==> src/rtl/sos_cascade_tdm.sv <==
// Time-multiplexed cascade of N_SEC Direct Form I biquads sharing one MAC.
// Each section output is rounded and saturated before feeding the next.
module sos_cascade_tdm #(
  parameter int DATA_W = 16,
  parameter int COEF_W = 16,
  parameter int FRAC   = 14,
  parameter int N_SEC  = 3,
  parameter int ACC_W  = 40
) (
  input  logic              CLK,
  input  logic              RST,
  input  logic              in_valid,
  output logic              in_ready,
  input  logic [DATA_W-1:0] in_data,
  output logic              out_valid,
  output logic [DATA_W-1:0] out_data,
  input  logic              coef_we,
  input  logic [3:0]        coef_sec,
  input  logic [2:0]        coef_sel,
  input  logic [COEF_W-1:0] coef_data,
  output logic              coef_err,
  input  logic              clear_state
);

  localparam int SW = (N_SEC > 1) ? $clog2(N_SEC) : 1;
  localparam int PW = DATA_W + COEF_W;
  localparam logic [SW-1:0] LAST_SEC = SW'(N_SEC - 1);
  localparam logic [4:0] N_SEC_W = 5'(N_SEC);
  localparam logic signed [COEF_W-1:0] B0_ONE = COEF_W'(1) << FRAC;
  localparam logic signed [ACC_W-1:0] RND = ACC_W'(1) << (FRAC - 1);
  localparam logic signed [ACC_W-1:0] Y_MAX = {{(ACC_W-DATA_W+1){1'b0}}, {(DATA_W-1){1'b1}}};
  localparam logic signed [ACC_W-1:0] Y_MIN = {{(ACC_W-DATA_W+1){1'b1}}, {(DATA_W-1){1'b0}}};

  typedef enum logic [1:0] {IDLE, MAC, DONE} state_t;

  state_t                    state;
  logic [SW-1:0]             sec;
  logic [2:0]                tap;
  logic signed [ACC_W-1:0]   acc;
  logic signed [DATA_W-1:0]  cur_x;

  // Feedback taps (a1, a2) are stored already negated, so every tap adds.
  logic signed [COEF_W-1:0]  coef [N_SEC][5];
  logic signed [DATA_W-1:0]  x1 [N_SEC];
  logic signed [DATA_W-1:0]  x2 [N_SEC];
  logic signed [DATA_W-1:0]  y1 [N_SEC];
  logic signed [DATA_W-1:0]  y2 [N_SEC];

  logic signed [COEF_W-1:0]  c_sel;
  logic signed [DATA_W-1:0]  d_sel;
  logic signed [PW-1:0]      prod;
  logic signed [ACC_W-1:0]   acc_sum;
  logic signed [ACC_W-1:0]   rounded;
  logic signed [DATA_W-1:0]  y_sat;
  logic                      addr_ok;
  logic                      wr_ok;
  logic                      accept;

  always_comb begin
    c_sel = coef[sec][tap];
    case (tap)
      3'd0:    d_sel = cur_x;
      3'd1:    d_sel = x1[sec];
      3'd2:    d_sel = x2[sec];
      3'd3:    d_sel = y1[sec];
      default: d_sel = y2[sec];
    endcase
    prod    = c_sel * d_sel;
    acc_sum = acc + {{(ACC_W-PW){prod[PW-1]}}, prod};
    rounded = (acc_sum + RND) >>> FRAC;
    if (rounded > Y_MAX)
      y_sat = Y_MAX[DATA_W-1:0];
    else if (rounded < Y_MIN)
      y_sat = Y_MIN[DATA_W-1:0];
    else
      y_sat = rounded[DATA_W-1:0];
    addr_ok = ({1'b0, coef_sec} < N_SEC_W) && (coef_sel <= 3'd4);
    wr_ok   = coef_we && addr_ok && (state != MAC);
    accept  = in_valid && (state != MAC);
  end

  always_ff @(posedge CLK or posedge RST) begin
    if (RST) begin
      state     <= IDLE;
      in_ready  <= 1'b1;
      out_valid <= 1'b0;
      out_data  <= '0;
      coef_err  <= 1'b0;
      sec       <= '0;
      tap       <= '0;
      acc       <= '0;
      cur_x     <= '0;
      for (int s = 0; s < N_SEC; s++) begin
        x1[s]      <= '0;
        x2[s]      <= '0;
        y1[s]      <= '0;
        y2[s]      <= '0;
        coef[s][0] <= B0_ONE;
        for (int t = 1; t < 5; t++) coef[s][t] <= '0;
      end
    end else begin
      out_valid <= 1'b0;
      coef_err  <= coef_we && !wr_ok;
      if (wr_ok) coef[coef_sec[SW-1:0]][coef_sel] <= coef_data;

      case (state)
        IDLE: begin
          if (clear_state) begin
            for (int s = 0; s < N_SEC; s++) begin
              x1[s] <= '0;
              x2[s] <= '0;
              y1[s] <= '0;
              y2[s] <= '0;
            end
          end
        end
        MAC: begin
          if (tap == 3'd4) begin
            x2[sec] <= x1[sec];
            x1[sec] <= cur_x;
            y2[sec] <= y1[sec];
            y1[sec] <= y_sat;
            cur_x   <= y_sat;
            acc     <= '0;
            tap     <= '0;
            if (sec == LAST_SEC) begin
              state     <= DONE;
              out_data  <= y_sat;
              out_valid <= 1'b1;
              in_ready  <= 1'b1;
            end else begin
              sec <= sec + 1'b1;
            end
          end else begin
            acc <= acc_sum;
            tap <= tap + 3'd1;
          end
        end
        DONE:    state <= IDLE;
        default: state <= IDLE;
      endcase

      // A new sample is taken from IDLE or back-to-back from DONE.
      if (accept) begin
        cur_x    <= in_data;
        sec      <= '0;
        tap      <= '0;
        acc      <= '0;
        state    <= MAC;
        in_ready <= 1'b0;
      end
    end
  end

endmodule

==> config.mk <==
export PLATFORM = sky130hd
export DESIGN_NAME = sos_cascade_tdm
export DESIGN_NICKNAME = d
export VERILOG_FILES = /design/src/rtl/sos_cascade_tdm.sv
export SDC_FILE = /design/constraint.sdc
export NUM_CORES = 2
export LEC_CHECK = 0
export BUFFER_PORTS_ARGS = -buffer_cell sky130_fd_sc_hd__buf_4
export CORE_AREA = 5 5 251 253
export DETAILED_ROUTE_END_ITERATION = 8
export DIE_AREA = 0 0 256 258
export PLACE_DENSITY = 0.83
export SKIP_CTS_REPAIR_TIMING = 1
export SLEW_MARGIN = 20
export SYNTH_ARGS = -nofsm -noshare
export SYNTH_HDL_FRONTEND = slang
export SYNTH_SLANG_ARGS = --single-unit
export TNS_END_PERCENT = 1
==> constraint.sdc <==
create_clock -name CLK -period 20.4 [get_ports CLK]
set_input_delay 4.08 -clock CLK [delete_from_list [all_inputs] [get_ports CLK]]
set_output_delay 4.08 -clock CLK [all_outputs]
set_load 0.03 [all_outputs]
[Word-level counts from Yosys, hierarchy flattened]
Cells that the tools add are included.
Word-level totals
  logic and storage cells: 155
  register bits: 514
Operators by class
  equality and inequality tests: 13
  magnitude comparators: 11
  mux-type cells: 65
  reduce and logical (&&, ||, !) cells: 21
  multiply operators: 1
  $add $sub $neg: 4
  bitwise operators: 4
Operators with widths (count)
  one-hot mux 48 bit (2 select lines): 4
  2-to-1 mux 16 bit: 17
  bitwise mux 240 bit: 1
  2-to-1 mux 48 bit: 5
  2-to-1 mux 80 bit: 3
  bitwise mux 48 bit: 4
  binary-select mux 80 bit (select 2 bit): 1
  demux 80 bit (select 2 bit): 1
  binary-select mux 16 bit (select 2 bit): 4
  2-to-1 mux 40 bit: 3
  one-hot mux 16 bit (4 select lines): 1
  binary-select mux 16 bit (select 3 bit): 1
  demux 16 bit (select 3 bit): 1
  adder 40 x 15 -> 40 bit, second input constant: 1
  adder 40 bit: 1
  demux 16 bit (select 2 bit): 1
  multiplier 16 x 16 -> 32 bit: 1
  > comparator 26 x 16 -> 1 bit, second input constant: 1
  < comparator 26 x 16 -> 1 bit, second input constant: 1
  AND reduction 3 bit: 5
  2-to-1 mux 2 bit: 7
  2-to-1 mux 3 bit: 3
  >= comparator 4 bit, second input constant: 2
  logical AND 1 bit: 8
  24 further kinds: 42

[Depth between registers and ports, before layout]
  depth after elaboration: 16
  mapped depth: 56
  mapped depth without buffers: 47

[Worst setup path before layout]
Ideal clock, no wire load.
  path kind: reg-to-reg
  from: reg tap[0]
  to: reg y1[0] (netlist name)
  stages on the path, launching flop included: 51
  path slack: 7.374 ns
  required time: 20.274 ns
  setup time: 0.126 ns
  period minus slack after synthesis: 13.026 ns
  arrival: 12.899 ns
  buffers on the path: 10
  cell sequence: dfrtp_1 -> clkbuf_1 -> buf_1 -> clkbuf_1 -> inv_1 -> ha_1 -> nor2b_1 -> clkbuf_1 -> or4_1 -> clkbuf_1 -> clkbuf_1 -> a221oi_1 -> a31o_2 -> clkbuf_1 -> nor2_1 -> fa_1 -> inv_1 -> fa_1 -> [15 not listed] -> xor2_1 -> ha_1 -> clkbuf_1 -> and3_1 -> a21oi_1 -> o2111ai_1 -> o21ba_2 -> o211a_1 -> or3_1 -> clkbuf_1 -> nor2b_1 -> nand2_1 -> or4_4 -> xor2_2 -> a31o_2 -> and2_4 -> buf_6 -> a221o_1
On the way
  word-level cells in the longest chain between the ends: 13
RTL lines
  start, declared: RTL line 38  | logic [2:0] tap;
  start signal, assigned: RTL line 136  | tap <= tap + 3'd1;
  inverter 3 -> 4 bit (implied by the code): RTL line 60  | c_sel = coef[sec][tap];
  binary-select mux 16 bit (select 3 bit): RTL line 60
  2-to-1 mux 16 bit (implied by the code) (2 in series): RTL line 60
  multiplier 16 x 16 -> 32 bit: RTL line 68  | prod = c_sel * d_sel;
  adder 40 bit: RTL line 69  | acc_sum = acc + {{(ACC_W-PW){prod[PW-1]}}, prod};
  adder 40 x 15 -> 40 bit: RTL line 70  | rounded = (acc_sum + RND) >>> FRAC;
  < comparator 26 x 16 -> 1 bit: RTL line 73  | else if (rounded < Y_MIN)
  2-to-1 mux 16 bit: RTL line 73
  2-to-1 mux 16 bit: RTL line 71  | if (rounded > Y_MAX)
  bitwise mux 48 bit: RTL line 122  | y1[sec] <= y_sat;
  2-to-1 mux 48 bit: RTL line 118  | if (tap == 3'd4) begin
  one-hot mux 48 bit (2 select lines): RTL line 106  | case (state)
  end signal, assigned by index: RTL line 122
  end, declared: RTL line 46  | logic signed [DATA_W-1:0] y1 [N_SEC];
Parallel ways exist; a longest one is shown, timed or not. The select of a mux whose other input is x is not followed.
A chain may end at the register's enable or synchronous reset.

[Final worst setup path]
  from: reg tap[1]
  to: reg out_data[10]
On the way
  word-level cells in the longest chain between the ends: 10
RTL lines
  inverter 3 -> 4 bit (implied by the code): RTL line 60
  binary-select mux 16 bit (select 3 bit): RTL line 60
  2-to-1 mux 16 bit (implied by the code) (2 in series): RTL line 60
  multiplier 16 x 16 -> 32 bit: RTL line 68
  adder 40 bit: RTL line 69
  adder 40 x 15 -> 40 bit: RTL line 70
  < comparator 26 x 16 -> 1 bit: RTL line 73
  2-to-1 mux 16 bit: RTL line 73
  2-to-1 mux 16 bit: RTL line 71
  end signal, assigned: RTL line 128  | out_data <= y_sat;
  end, declared: RTL line 16  | output logic [DATA_W-1:0] out_data,
Parallel ways exist; a longest one is shown, timed or not. The select of a mux whose other input is x is not followed.

==> results.cfg <==
[synthesis]
post_synth_num_cell_types = 79
yosysMostFrequentCell = nand2_1
synth_top_cell_area_share_pct = 35.45
yosysWarnings = 0
seq_area_frac_synth_pct = 35.74
synthFlopType = dfrtp_1
synth_common_cells = 557 x nand2_1, 510 x dfrtp_1, 324 x inv_1
syn_area_per_cell_um2 = 10.05
synth_seq_cells = 514
syn_inst = 3581
synth-edff-count = 0
yosys.area.top_type = dfrtp_1
syn_nets = 4019
synthTopCellsByArea = dfrtp_1 35%, fa_1 15%, mux2_2 8.1%
async_flop_share_pct = 100.0
syn_area_um2 = 36000

[floorplan]
die_x_um = 256
io_pins = 63
core_area_um2 = 60800
die-height_um = 258
rows = 91
start_util_pct = 59.21
die_area_um2 = 66050

[setup_path]
r2r-start = tap[1]
crit_slowest_cell = xor2_1
worst_ep_arrival_time_ns = 15.90
critPathMaxFanout = 46
timing.rr.end = out_data[10]
cpPeakStageDelay_ns = 0.75
critPathLaunch = tap[1]
criticalPathCategory = flop to flop
end_kind = flop
start_kind = flop
crit_required_ns = 20.94
cpMostUsedCell = fa_1
reg2reg_depth = 43
reg2reg_slack_ns = 5.04

[cells_and_area]
utilization_pct = 63.86
drive_gt1_share_pct = 16.01
fin_nets = 3967
syn2layout_area_growth_pct = 7.855
design_area_um2 = 38830
fillers = 4595
stdcell_count = 4363

[cts]
cts_buffers = 53
cts_tree = built
worstSkewPairLatency_ns = 0.63
path_clk_slew_ns = 0.07
cts.sinks = 514
cts_max_path_buffers = 3
cts_max_level = 2
cts_root_buf = clkbuf_16

[global_routing]
grt_usage_pct = 29.02
antenna_found_initial = 2
overflow = 0
grt_pass1_vias = 28240
grt_max_degree = 184
grt_first_pass_wirelength_mm = 155.4

[timing]
min_period_ns = 15.36
max_freq_ghz = 0.06510
setup_violations = 0
slew_viol_final = 0
worst_pin_slew_ns = 1.124
setup_tns_ns = 0
slew_headroom_pct = 25.07
finClkSkew_ns = 0.03129
final_hold_viol_count = 0
fin_crit_sh_pct = 75.30
rsz0062_at_grt = false

[status]
failed_checks = DRC
status = complete, but fails checks

[detailed_routing]
drc = 2
num_vias = 27600
routed_wl_mm = 96.56
detail_route.wl_per_cell_um = 22.13
first_iter_violations = 3153
antenna_left = 0
dr.pass1.iters = 9
viasPerCell = 6.326

[place]
hpwl_mm = 65.74
placed_area_um2 = 37050
placedCellCount = 4262
place_congestion = 0.9272
port_buffers = 62

[min_path]
whs_endpoint = y1[46]
min_path_cells = 2
min_from = y1[46]
hp-class = flop to flop

[job]
drv_cap = 0
-- state kept, by name, summed over array words and instances (netlist names) --
signal     flops
out_data      16
out_valid      1
y2            48
acc           40
x1            48
sec            2
coef_err       1
state          2
y1            48
cur_x         16
x2            48
coef         240
in_ready       1
tap            3
-- worst max-delay path by stage --
stage / depth (start not counted) / endpoint / slack [ns]
2_1_floorplan: 1 / acc[0] / 1.97
3_3_place_gp: 44 / y1[4] / 5.46
3_5_place_dp: 43 / out_data[10] / 5.01
4_1_cts: 43 / y1[10] / 4.86
5_1_grt: 43 / y1[8] / 4.09
6_report: 43 / out_data[10] / 5.04
-- area by class of cell --
type	count	area (µm²)	share of cell area (%)
clock buffers	75	1509	3.886
diodes	1	2.502	0.006445
clock inverters	23	202.7	0.5220
flip-flops and latches	514	12880	33.17
inverters	326	1231	3.171
multi-input cells	2522	21130	54.42
well taps	790	988.4	2.546
repair buffers	112	885.9	2.281
-- per-layer routing --
metal | GRT usage, % | share of wire [%] | up-vias
met2 | 47.87 | 48 | 1435
met5 | 0 | 0 | -
met1 | 37.50 | 38 | 13820
met3 | 5.651 | 8.7 | 340
met4 | 13.51 | 5.5 | 0
li1 | - | - | 12000
-- placed cells by master (no fill, tap or decap), types with 57 or more instances in the layout --
cell      netlist  layout
nand2b_1       57      57
xnor2_1        64      64
nor2_1        187     181
fa_1          263     263
inv_1         324     323
mux2_2        260     260
a21oi_1       101      99
buf_4           0     109
ha_1          131     131
nand2_1       557     552
nand3_1       162     162
o21ai_0       133     131
mux2i_1        67      67
dfrtp_1       510     507
-- worst max-delay path, delay by kind of cell, from the launching register on --
kind / cells / cell delay [ns]
buffers and inverters: 8 / 2.17
AND/OR/NAND/NOR: 8 / 3.04
XOR/XNOR: 3 / 1.59
adder cells (fa/ha/maj): 9 / 4.40
AO/OA/AOI/OAI: 15 / 3.66
flip-flops: 1 / 0.32
-- cell families (layout without fill, tap and decap cells) --
kind of cell / Yosys count / count (layout) / share of synthesized area, %
simple gates: 1117 / 1117 / 13.74
buf+inv: 545 / 536 / 5.752
compound gates: 537 / 537 / 10.24
flops: 514 / 514 / 35.74
fa+ha+maj: 394 / 394 / 19.18
mux: 372 / 372 / 12.81
xor+xnor: 102 / 102 / 2.541
other cells: 0 / 1 / 0
-- through the flow --
stage               setup slack (ns)  hold slack (ns)
global route                   4.086           0.5069
detailed placement             5.008           0.4654
finish                         5.040           0.4883
global placement               5.465           0.4636
CTS                            4.856           0.4840
floorplan                      1.970           0.4498
Power is left out: the tool's default activity adds up to more than one toggle a clock period on the data nets, which glitch-free logic cannot reach.
